**config.mk**
```make
export PLATFORM = sky130hd
export DESIGN_NAME = ofdm_symbol_mapper_flat
export DESIGN_NICKNAME = d
export VERILOG_FILES = /design/src/rtl/ofdm_symbol_mapper_if.sv /design/src/rtl/ofdm_symbol_mapper.sv /design/src/flat_wrapper.sv
export SDC_FILE = /design/constraint.sdc
export NUM_CORES = 1
export LEC_CHECK = 0
export CAP_MARGIN = 5
export CORE_ASPECT_RATIO = 0.5
export CORE_UTILIZATION = 53
export CTS_CLUSTER_DIAMETER = 30
export DETAILED_ROUTE_END_ITERATION = 10
export PLACE_DENSITY = 0.8
export SKIP_CTS_REPAIR_TIMING = 1
export SLEW_MARGIN = 10
export SYNTH_ARGS = -nofsm -noshare
export SYNTH_HDL_FRONTEND = slang
export SYNTH_SLANG_ARGS = --single-unit
```
**constraint.sdc**
```tcl
create_clock -name clk -period 3.36 [get_ports clk]
set_input_delay 0.672 -clock clk [delete_from_list [all_inputs] [get_ports clk]]
set_output_delay 0.672 -clock clk [all_outputs]
set_load 0.05 [all_outputs]
```
**src/rtl/ofdm_symbol_mapper_if.sv**
```systemverilog
// ofdm_symbol_mapper_if
// Groups the symbol-control, input bit-group and output sample signals of
// ofdm_symbol_mapper.
//   master : the side that requests symbols, supplies bit groups and
//            accepts samples (interleaver / IFFT wrapper, or a bench)
//   slave  : the mapper itself
// Signals:
//   frame_start, sym_start, sym_bpsc, sym_ready, sym_err   symbol control
//   in_valid, in_data, in_ready                            bit-group stream
//   out_valid, out_ready, out_i, out_q, out_bin,
//   out_kind, out_last                                     sample stream
interface ofdm_symbol_mapper_if #(
  parameter int OUT_W = 13
) ();
  logic                    frame_start;
  logic                    sym_start;
  logic [2:0]              sym_bpsc;
  logic                    sym_ready;
  logic                    sym_err;
  logic                    in_valid;
  logic [5:0]              in_data;
  logic                    in_ready;
  logic                    out_valid;
  logic                    out_ready;
  logic signed [OUT_W-1:0] out_i;
  logic signed [OUT_W-1:0] out_q;
  logic [5:0]              out_bin;
  logic [1:0]              out_kind;
  logic                    out_last;

  modport master (
    output frame_start, sym_start, sym_bpsc, in_valid, in_data, out_ready,
    input  sym_ready, sym_err, in_ready, out_valid, out_i, out_q, out_bin,
           out_kind, out_last
  );

  modport slave (
    input  frame_start, sym_start, sym_bpsc, in_valid, in_data, out_ready,
    output sym_ready, sym_err, in_ready, out_valid, out_i, out_q, out_bin,
           out_kind, out_last
  );
endinterface

```
**src/rtl/ofdm_symbol_mapper.sv**
```systemverilog
// ofdm_symbol_mapper
// 802.11a constellation mapper producing all 64 IFFT bins of one OFDM symbol.
// Data bins consume one bit group each (BPSK/QPSK/16-QAM/64-QAM, Gray coded),
// null bins (0, 27..37) emit zero, pilot bins (7, 21, 43, 57) emit +/-A_BPSK
// with the per-symbol polarity of the 127-long x^7+x^4+1 sequence.
// Ports:
//   clk    clock
//   rst_n  asynchronous active-low reset
//   bus    ofdm_symbol_mapper_if.slave (symbol control, input, output streams)
// Build option:
//   OFDM_MAPPER_FFTSHIFT_EN  emit bins 32..63 then 0..31; out_last on bin 31
//
// state | meaning
// IDLE  | waiting for sym_start, sym_ready=1
// RUN   | stepping through the 64 bins of the current symbol
module ofdm_symbol_mapper #(
  parameter int OUT_W  = 13,
  parameter int A_BPSK = 2048,
  parameter int A_QPSK = 1448,
  parameter int Q16_L1 = 648,
  parameter int Q16_L3 = 1943,
  parameter int Q64_U  = 316
) (
  input  logic                 clk,
  input  logic                 rst_n,
  ofdm_symbol_mapper_if.slave  bus
);

  localparam int AMP_MAX = (1 << (OUT_W - 1)) - 1;

  generate
    if (A_BPSK > AMP_MAX || A_QPSK > AMP_MAX || Q16_L1 > AMP_MAX ||
        Q16_L3 > AMP_MAX || 7 * Q64_U > AMP_MAX) begin : g_amp_chk
      $error("ofdm_symbol_mapper: amplitude does not fit OUT_W-1 magnitude bits");
    end
  endgenerate

  localparam logic signed [OUT_W-1:0] C_BPSK = OUT_W'(A_BPSK);
  localparam logic signed [OUT_W-1:0] C_QPSK = OUT_W'(A_QPSK);
  localparam logic signed [OUT_W-1:0] C_L1   = OUT_W'(Q16_L1);
  localparam logic signed [OUT_W-1:0] C_L3   = OUT_W'(Q16_L3);
  localparam logic signed [OUT_W-1:0] C_1U   = OUT_W'(Q64_U);
  localparam logic signed [OUT_W-1:0] C_3U   = OUT_W'(3 * Q64_U);
  localparam logic signed [OUT_W-1:0] C_5U   = OUT_W'(5 * Q64_U);
  localparam logic signed [OUT_W-1:0] C_7U   = OUT_W'(7 * Q64_U);

  localparam logic [1:0] K_DATA  = 2'd0;
  localparam logic [1:0] K_PILOT = 2'd1;
  localparam logic [1:0] K_NULL  = 2'd2;

  typedef enum logic [0:0] {
    ST_IDLE = 1'b0,
    ST_RUN  = 1'b1
  } state_t;

  state_t state, state_nxt;

  // Bins remaining after the current one; the emission index is its
  // complement, so the reset value 63 corresponds to bin counter 0.
  logic [5:0] rem_cnt;
  logic [5:0] idx;
  logic [5:0] cur_bin;
  logic [1:0] cur_kind;
  logic [2:0] bpsc_r;
  logic [6:0] lfsr;
  logic       lfsr_out;
  logic       pilot_neg;
  logic       bpsc_ok;
  logic       adv;
  logic       issue;
  logic       load;
  logic       in_ready_c;
  logic       sym_err_c;

  logic signed [OUT_W-1:0] map_i, map_q;
  logic signed [OUT_W-1:0] smp_i, smp_q;

  logic                    out_valid_r;
  logic signed [OUT_W-1:0] out_i_r, out_q_r;
  logic [5:0]              out_bin_r;
  logic [1:0]              out_kind_r;
  logic                    out_last_r;

  function automatic logic signed [OUT_W-1:0] sgn(
    input logic pos, input logic signed [OUT_W-1:0] mag);
    sgn = pos ? mag : -mag;
  endfunction

  function automatic logic signed [OUT_W-1:0] lvl16(input logic [1:0] b);
    lvl16 = sgn(b[1], b[0] ? C_L1 : C_L3);
  endfunction

  function automatic logic signed [OUT_W-1:0] lvl64(input logic [2:0] b);
    logic signed [OUT_W-1:0] mag;
    case (b[1:0])
      2'b00:   mag = C_7U;
      2'b01:   mag = C_5U;
      2'b11:   mag = C_3U;
      default: mag = C_1U;
    endcase
    lvl64 = sgn(b[2], mag);
  endfunction

  always_comb begin
    idx = ~rem_cnt;
`ifdef OFDM_MAPPER_FFTSHIFT_EN
    cur_bin = {~idx[5], idx[4:0]};
`else
    cur_bin = idx;
`endif
  end

  always_comb begin
    cur_kind = K_DATA;
    if (cur_bin == 6'd0 || (cur_bin >= 6'd27 && cur_bin <= 6'd37))
      cur_kind = K_NULL;
    else if (cur_bin == 6'd7 || cur_bin == 6'd21 ||
             cur_bin == 6'd43 || cur_bin == 6'd57)
      cur_kind = K_PILOT;
  end

  // Scrambler-style generator: output bit is x^7 xor x^4 of the register.
  assign lfsr_out  = lfsr[6] ^ lfsr[3];
  assign pilot_neg = lfsr_out ^ (cur_bin == 6'd21);

  assign bpsc_ok = (bus.sym_bpsc == 3'd1) || (bus.sym_bpsc == 3'd2) ||
                   (bus.sym_bpsc == 3'd4) || (bus.sym_bpsc == 3'd6);

  assign adv = !out_valid_r || bus.out_ready;

  always_comb begin
    map_i = '0;
    map_q = '0;
    case (bpsc_r)
      3'd1: map_i = sgn(bus.in_data[0], C_BPSK);
      3'd2: begin
        map_i = sgn(bus.in_data[1], C_QPSK);
        map_q = sgn(bus.in_data[0], C_QPSK);
      end
      3'd4: begin
        map_i = lvl16(bus.in_data[3:2]);
        map_q = lvl16(bus.in_data[1:0]);
      end
      3'd6: begin
        map_i = lvl64(bus.in_data[5:3]);
        map_q = lvl64(bus.in_data[2:0]);
      end
      default: begin
        map_i = '0;
        map_q = '0;
      end
    endcase
  end

  always_comb begin
    smp_i = '0;
    smp_q = '0;
    if (cur_kind == K_DATA) begin
      smp_i = map_i;
      smp_q = map_q;
    end else if (cur_kind == K_PILOT) begin
      smp_i = sgn(!pilot_neg, C_BPSK);
    end
  end

  always_ff @(posedge clk or negedge rst_n) begin
    if (!rst_n) state <= ST_IDLE;
    else        state <= state_nxt;
  end

  always_comb begin
    state_nxt  = state;
    load       = 1'b0;
    issue      = 1'b0;
    in_ready_c = 1'b0;
    sym_err_c  = 1'b0;
    case (state)
      ST_IDLE: begin
        if (bus.sym_start) begin
          if (bpsc_ok) begin
            load      = 1'b1;
            state_nxt = ST_RUN;
          end else begin
            sym_err_c = 1'b1;
          end
        end
      end
      ST_RUN: begin
        if (adv) begin
          if (cur_kind == K_DATA) begin
            in_ready_c = 1'b1;
            issue      = bus.in_valid;
          end else begin
            issue = 1'b1;
          end
          if (issue && rem_cnt == 6'd0) state_nxt = ST_IDLE;
        end
      end
      default: state_nxt = ST_IDLE;
    endcase
  end

  always_ff @(posedge clk or negedge rst_n) begin
    if (!rst_n) begin
      rem_cnt     <= 6'd63;
      bpsc_r      <= 3'd0;
      lfsr        <= 7'h7f;
      out_valid_r <= 1'b0;
      out_i_r     <= '0;
      out_q_r     <= '0;
      out_bin_r   <= 6'd0;
      out_kind_r  <= 2'd0;
      out_last_r  <= 1'b0;
    end else begin
      if (load) begin
        bpsc_r  <= bus.sym_bpsc;
        rem_cnt <= 6'd63;
        if (bus.frame_start) lfsr <= 7'h7f;
      end
      if (issue) begin
        out_valid_r <= 1'b1;
        out_i_r     <= smp_i;
        out_q_r     <= smp_q;
        out_bin_r   <= cur_bin;
        out_kind_r  <= cur_kind;
        out_last_r  <= (rem_cnt == 6'd0);
        rem_cnt     <= rem_cnt - 6'd1;
        if (rem_cnt == 6'd0) lfsr <= {lfsr[5:0], lfsr_out};
      end else if (adv) begin
        out_valid_r <= 1'b0;
        out_last_r  <= 1'b0;
      end
    end
  end

  assign bus.sym_ready = (state == ST_IDLE);
  assign bus.sym_err   = sym_err_c;
  assign bus.in_ready  = in_ready_c;
  assign bus.out_valid = out_valid_r;
  assign bus.out_i     = out_i_r;
  assign bus.out_q     = out_q_r;
  assign bus.out_bin   = out_bin_r;
  assign bus.out_kind  = out_kind_r;
  assign bus.out_last  = out_last_r;

endmodule

```
**src/flat_wrapper.sv**
```systemverilog
// flat-port wrapper written by rule: the top's interface ports become plain ports
module ofdm_symbol_mapper_flat 
#(
  parameter int OUT_W  = 13,
  parameter int A_BPSK = 2048,
  parameter int A_QPSK = 1448,
  parameter int Q16_L1 = 648,
  parameter int Q16_L3 = 1943,
  parameter int Q64_U  = 316
)
  (clk, rst_n, bus_frame_start, bus_sym_start, bus_sym_bpsc, bus_in_valid, bus_in_data, bus_out_ready, bus_sym_ready, bus_sym_err, bus_in_ready, bus_out_valid, bus_out_i, bus_out_q, bus_out_bin, bus_out_kind, bus_out_last);
  ofdm_symbol_mapper_if #(.OUT_W(OUT_W)) bus_i ();
  input  logic clk;
  input  logic rst_n;
  input wire logic [$bits(bus_i.frame_start)-1:0] bus_frame_start;
  input wire logic [$bits(bus_i.sym_start)-1:0] bus_sym_start;
  input wire logic [$bits(bus_i.sym_bpsc)-1:0] bus_sym_bpsc;
  input wire logic [$bits(bus_i.in_valid)-1:0] bus_in_valid;
  input wire logic [$bits(bus_i.in_data)-1:0] bus_in_data;
  input wire logic [$bits(bus_i.out_ready)-1:0] bus_out_ready;
  output wire logic [$bits(bus_i.sym_ready)-1:0] bus_sym_ready;
  output wire logic [$bits(bus_i.sym_err)-1:0] bus_sym_err;
  output wire logic [$bits(bus_i.in_ready)-1:0] bus_in_ready;
  output wire logic [$bits(bus_i.out_valid)-1:0] bus_out_valid;
  output wire logic [$bits(bus_i.out_i)-1:0] bus_out_i;
  output wire logic [$bits(bus_i.out_q)-1:0] bus_out_q;
  output wire logic [$bits(bus_i.out_bin)-1:0] bus_out_bin;
  output wire logic [$bits(bus_i.out_kind)-1:0] bus_out_kind;
  output wire logic [$bits(bus_i.out_last)-1:0] bus_out_last;
  assign bus_i.frame_start = bus_frame_start;
  assign bus_i.sym_start = bus_sym_start;
  assign bus_i.sym_bpsc = bus_sym_bpsc;
  assign bus_i.in_valid = bus_in_valid;
  assign bus_i.in_data = bus_in_data;
  assign bus_i.out_ready = bus_out_ready;
  assign bus_sym_ready = bus_i.sym_ready;
  assign bus_sym_err = bus_i.sym_err;
  assign bus_in_ready = bus_i.in_ready;
  assign bus_out_valid = bus_i.out_valid;
  assign bus_out_i = bus_i.out_i;
  assign bus_out_q = bus_i.out_q;
  assign bus_out_bin = bus_i.out_bin;
  assign bus_out_kind = bus_i.out_kind;
  assign bus_out_last = bus_i.out_last;
  ofdm_symbol_mapper #(.OUT_W(OUT_W), .A_BPSK(A_BPSK), .A_QPSK(A_QPSK), .Q16_L1(Q16_L1), .Q16_L3(Q16_L3), .Q64_U(Q64_U)) u_core (.clk(clk), .rst_n(rst_n), .bus(bus_i));
endmodule
```
### Yosys cells after proc, flatten, opt, wreduce, memory -nomap -nowiden

Cells that the tools add are included.

* flip-flop bits (word level): 53
* bits of input ports: 15
* output and inout bits: 39
* word-level logic and storage cells: 103

* $add $sub $neg: 5
* $lt $le $gt $ge: 2
* equal/unequal tests: 17
* mux-type cells: 47
* bitwise operators: 4
* reduce and logical (&&, ||, !) cells: 18

Operators by type and width (count)
* $mux W13: 13
* $pmux W12 S3: 2
* $neg A13 Y13: 4
* $pmux W13 S4: 1
* $pmux W13 S3: 1
* $mux W7: 4
* $mux W11: 2
* $mux W1: 20
* $eq A3 B3 Y1 const B: 4
* $eq A6 B6 Y1 const B: 2
* $logic_not A6 Y1: 2
* $mux W6: 2
* $logic_or A1 B1 Y1: 8
* $eq A2 B1 Y1 const B: 3
* $eq A3 B1 Y1 const B: 2
* $eq A3 B2 Y1 const B: 2
* $eq A6 B3 Y1 const B: 1
* $eq A6 B5 Y1 const B: 1
* $ge A6 B5 Y1 const B: 1
* $le A6 B6 Y1 const B: 1
* $logic_not A2 Y1: 3
* $not A6 Y6: 1
* $sub A6 B1 Y6 const B: 1
* $eq A2 B2 Y1 const B: 2
* 7 further kinds: 10

### Depth between registers and ports, before layout

* depth in word-level cells: 15
* depth in mapped cells: 9
* gate-level depth less buffers: 7

### Worst setup path after synthesis

OpenSTA, ideal clock, no wires.

* path kind: register to output
* start point: register u_core.rem_cnt[0]
* end point: output port bus_in_ready
* arrival time: 2.088 ns
* required time: 2.688 ns
* path slack: 0.600 ns
* stages on the path, launching flop included: 7
* buffers on the path: 0
* cells stage by stage: dfstp_2 > inv_1 > ha_1 > o311ai_2 > o22a_1 > nand2_1 > nor2_1

* word-level cells in the longest chain between the ends: 11
* elaborated cells between the ends (all ways): 19
* classes of those cells: 2 x order compare; 4 x eq/ne; 5 x mux; 1 x bitwise; 7 x reduce/logical

RTL lines
* start: declaration: RTL line ofdm_symbol_mapper.sv:60 `logic [5:0] rem_cnt;`
* start signal: assignment: RTL line ofdm_symbol_mapper.sv:227 `rem_cnt <= rem_cnt - 6'd1;`
* $not A6 Y6 (*): RTL line ofdm_symbol_mapper.sv:105 `idx = ~rem_cnt;`
* net u_core.cur_bin[0]: RTL line ofdm_symbol_mapper.sv:62 `logic [5:0] cur_bin;`
* branches (longest 5 deep; another with $ge A6 B5 Y1)
* $mux W2 (*): RTL line ofdm_symbol_mapper.sv:115 `if (cur_bin == 6'd0 || (cur_bin >= 6'd27 && cur_bin <= 6'd37))`
* $logic_not A2 Y1 (*): RTL line ofdm_symbol_mapper.sv:190 `if (cur_kind == K_DATA) begin`
* $mux W1 (*): RTL line ofdm_symbol_mapper.sv:190
* $mux W1 (*): RTL line ofdm_symbol_mapper.sv:189 `if (adv) begin`
* $mux W1 (*): RTL line ofdm_symbol_mapper.sv:177 `case (state)`
* end: declaration: RTL line flat_wrapper.sv:23 `output wire logic [$bits(bus_i.in_ready)-1:0] bus_in_ready;`

Mark *: on every way through the listed nets, which the timed path passes.

### Final worst setup path

Same ends and word-level chain as after synthesis.

==> flow_summary.yaml <==
status:
  run_status: "finished clean"
power:
  total_leakage_power_nw: 1.58
  switching_share: 0.425
  clkPwrFrac: 0.212
  power-per-cell-area_nw_per_um2: 693
  power.sequential.fraction: 0.357
  cell_internal_pwr_w: 0.00151
  power.total_w: 0.00263
  power.share.combinational: 0.431
  power.switching_w: 0.00112
  vdd_ir_drop_max_v: 0.000415
detailed_routing:
  met1_length_um: 3110
  route.detailed.vias_per_inst: 5.81
  wl_met3_um: 255
  drt_iter0_markers: 130
  route.final.wire_length_um: 6810
  detailroute.via_count: 2556
  postRouteAntennaNets: 0
  topRoutingLayerUsed: "met4"
  drt_drc_violations_left: 0
  router_iterations_before_antenna_repair: 4
  met2RoutedLength_um: 3380
  routedWlPerCell_um: 15.5
synth:
  yosysWarningCount: 0
  ys_async_sr_fraction: 1.00
  synthDistinctLibCells: 57
  postSynthCellCount: 326
  syn_area_um2: 3100
  postSynthAreaPerCell_um2: 9.51
  synth-edff-count: 0
  synth_seq_area_share: 0.425
  syn-num-nets: 357
  synthFlopType: "sky130_fd_sc_hd__dfrtp_1"
  synth-seq-cells: 52
die:
  floorplan.die_area_um2: 6180
  die_width_um: 110
  fp.dieH_um: 56.1
  floorplan.rows: 19
  core_um2: 5560
  effective_utilization_at_floorplan: 0.557
  io_pins: 54
setup_path:
  worst-setup-path-type: "flip-flop to primary output"
  startpoint_type: "flip-flop"
  crit_required_ns: 2.69
  setup.worst_path.end_class: "primary output"
  highest_net_fanout_along_the_worst_path: 5
  worst_ep_arrival_time_ns: 2.23
cts:
  numCtsBuffers: 5
  clock_tree.root_cell: "sky130_fd_sc_hd__clkbuf_16"
  clk_path_buf_depth: 2
  tritoncts: "yes"
  cts.htree.levels: 2
  worst_skew_pair.late_latency_ns: 0.29
  clock_sinks: 52
  clk_transition_reported_paths_ns: 0.07
global_route:
  track_usage: 0.244
  antenna_found_initial: 0
  globalRoute.totalOverflow: 0
  pin_count_of_the_biggest_net_entering_global_routing: 62
  grt_pass1_wl_um: 11800
  vias_in_the_first_global_route: 2537
place:
  dpl-instance-area_um2: 3630
  post-place-cells: 432
  io_buffers: 53
  routabilityCongestion: 0.887
  place.detailed.hpwl_um: 4810
timing:
  final_period_minus_worst_setup_slack_ns: 2.90
  slew_headroom: 0.487
  finalHoldViolCount: 0
  tightest_slew_ns: 0.770
  unrepaired_setup_endpoints_after_global_routing: "false"
  clock-skew-final_ns: 0.00576
  report.final.setup_viol: 0
  min_period_over_period: 0.863
  final-max-slew-violation-count: 0
  fin_setup_tns_ns: 0
  fmaxAchievable_ghz: 0.345
cells_and_area:
  syn_to_layout_area_delta_pct: 22.6
  layout-drive-gt1-share: 0.144
  design_area_um2: 3800
  final_nets: 397
  final_cell_utilization_of_the_core: 0.683
  num_antenna_cells: 0
  fin_cells: 440
worst_hold_path:
  worstHoldPathType: "input pin to asynchronous set/reset pin"
job:
  cap_violations: 0
==> final timing paths <==
check / start / end / slack [ns] / depth (start not counted)
setup / recovery: u_core.rem_cnt[0] / bus_in_ready / 0.46 / 7
hold / removal: rst_n / u_core.bus.out_q[8] / 0.40 / 1
setup reg to reg: u_core.rem_cnt[0] / u_core.bus.out_i[12] / 0.56 / 7
hold reg to reg: u_core.lfsr[2] / u_core.lfsr[3] / 0.48 / 2
max in group asynchronous: rst_n / u_core.bus.out_i[0] / 2.53 / 1
min in group clk: u_core.lfsr[2] / u_core.lfsr[3] / 0.48 / 2
==> cell usage after synthesis, drive strengths merged (2+ instances only) <==
cell type / instances / area [um2]
or2: 2 / 12.5
xor2: 2 / 17.5
dfstp: 13 / 342
a222oi: 2 / 20.0
nand2b: 5 / 31.3
a22o: 4 / 35.0
o22a: 2 / 17.5
dfrtp: 39 / 976
nor3: 6 / 30.0
buf: 14 / 86.3
and2: 3 / 18.8
o31ai: 19 / 198
mux2: 2 / 22.5
o21ai: 20 / 104
or3: 3 / 18.8
xnor2: 9 / 78.8
a21bo: 3 / 30.0
a21o: 2 / 15.0
nor2: 32 / 128
clkbuf: 9 / 33.8
nand2: 47 / 176
o21a: 2 / 15.0
mux2i: 6 / 60.1
nand3: 2 / 10.0
o22ai: 7 / 50.1
or3b: 2 / 17.5
a221oi: 2 / 17.5
inv: 13 / 48.8
ha: 16 / 200
a2bb2oi: 2 / 17.5
nand4: 2 / 12.5
nor2b: 4 / 25.0
a21oi: 12 / 60.1
o41ai: 2 / 32.5
==> cell usage in the layout (no fill, tap or decap), drive strengths merged, types with 4 or more instances in the layout <==
cell type | netlist | layout
buf | 14 | 6
clkbuf | 9 | 6
nor3 | 6 | 6
nor2 | 32 | 32
mux2i | 6 | 6
dfrtp | 39 | 39
ha | 16 | 16
clkdlybuf4s50 | 0 | 50
o21ai | 20 | 20
a21oi | 12 | 12
a22o | 4 | 4
nor2b | 4 | 4
dfstp | 13 | 13
o31ai | 19 | 19
o22ai | 7 | 7
nand2b | 5 | 5
inv | 13 | 14
nand2 | 47 | 47
xnor2 | 9 | 9
==> worst max-delay path, stage by stage, from the launching register on <==
cell and delay, ns:
sky130_fd_sc_hd__dfstp_2 0.57, sky130_fd_sc_hd__inv_1 0.10, sky130_fd_sc_hd__ha_1 0.23, sky130_fd_sc_hd__o311ai_2 0.28, sky130_fd_sc_hd__o22a_1 0.29, sky130_fd_sc_hd__nand2_1 0.14
sky130_fd_sc_hd__nor2_1 0.13, sky130_fd_sc_hd__buf_4 0.20
==> registers in the layout (all words and copies together), names as in the netlist <==
register and flops:
u_core.state 1, u_core.bpsc_r 3, u_core.rem_cnt 6, u_core.bus.out_bin 6, u_core.bus.out_i 13, u_core.bus.out_kind 2
u_core.lfsr 7, u_core.bus.out_q 12, u_core.bus.out_valid 1, u_core.bus.out_last 1
==> area by class of cell <==
type | instances | area, um2
Tap cell | 73 | 91.3
Fill cell | 439 | 1760
Inverter | 13 | 48.8
Clock buffer | 6 | 150
Timing Repair Buffer | 56 | 558
Sequential cell | 52 | 1320
Clock inverter | 2 | 11.3
Multi-Input combinational cell | 238 | 1620
==> power groups by stage <==
| stage | clock network [W] | logic (W) | registers [W] |
|---|---|---|---|
| finish | 0.000558 | 0.00113 | 0.000940 |
| global route | 0.000587 | 0.00123 | 0.000960 |
| CTS | 0.000560 | 0.00114 | 0.000937 |
| detailed placement | 0 | 0.00113 | 0.000948 |
| global placement | 0 | 0.00110 | 0.000937 |
| floorplan | 0 | 0.000714 | 0.00106 |
==> cell families (layout without fill, tap and decap cells) <==
| kind of cell | after synthesis | count (layout) | synth area share |
|---|---|---|---|
| buffers and inverters | 36 | 77 | 0.0545 |
| AOI/OAI and AO/OA | 90 | 90 | 0.231 |
| and+or+nand+nor | 113 | 113 | 0.167 |
| muxes | 8 | 8 | 0.0266 |
| DFF | 52 | 52 | 0.425 |
| adders and majority gates | 16 | 16 | 0.0646 |
| xor gates and xnor gates | 11 | 11 | 0.0311 |
==> layer usage <==
metal | vias to the layer above | track usage
li1 | 1223 | -
met1 | 1272 | 0.325
met2 | 52 | 0.409
met3 | 9 | 0.0433
met4 | 0 | 0.0714
met5 | - | 0
==> through the flow <==
stage               hold slack, ns  setup slack (ns)
finish                       0.398             0.460
global route                 0.453             0.329
CTS                          0.477             0.462
detailed placement           0.467             0.557
global placement             0.454             0.646
floorplan                    0.376             0.600
Power figures use the tool's default switching activity.
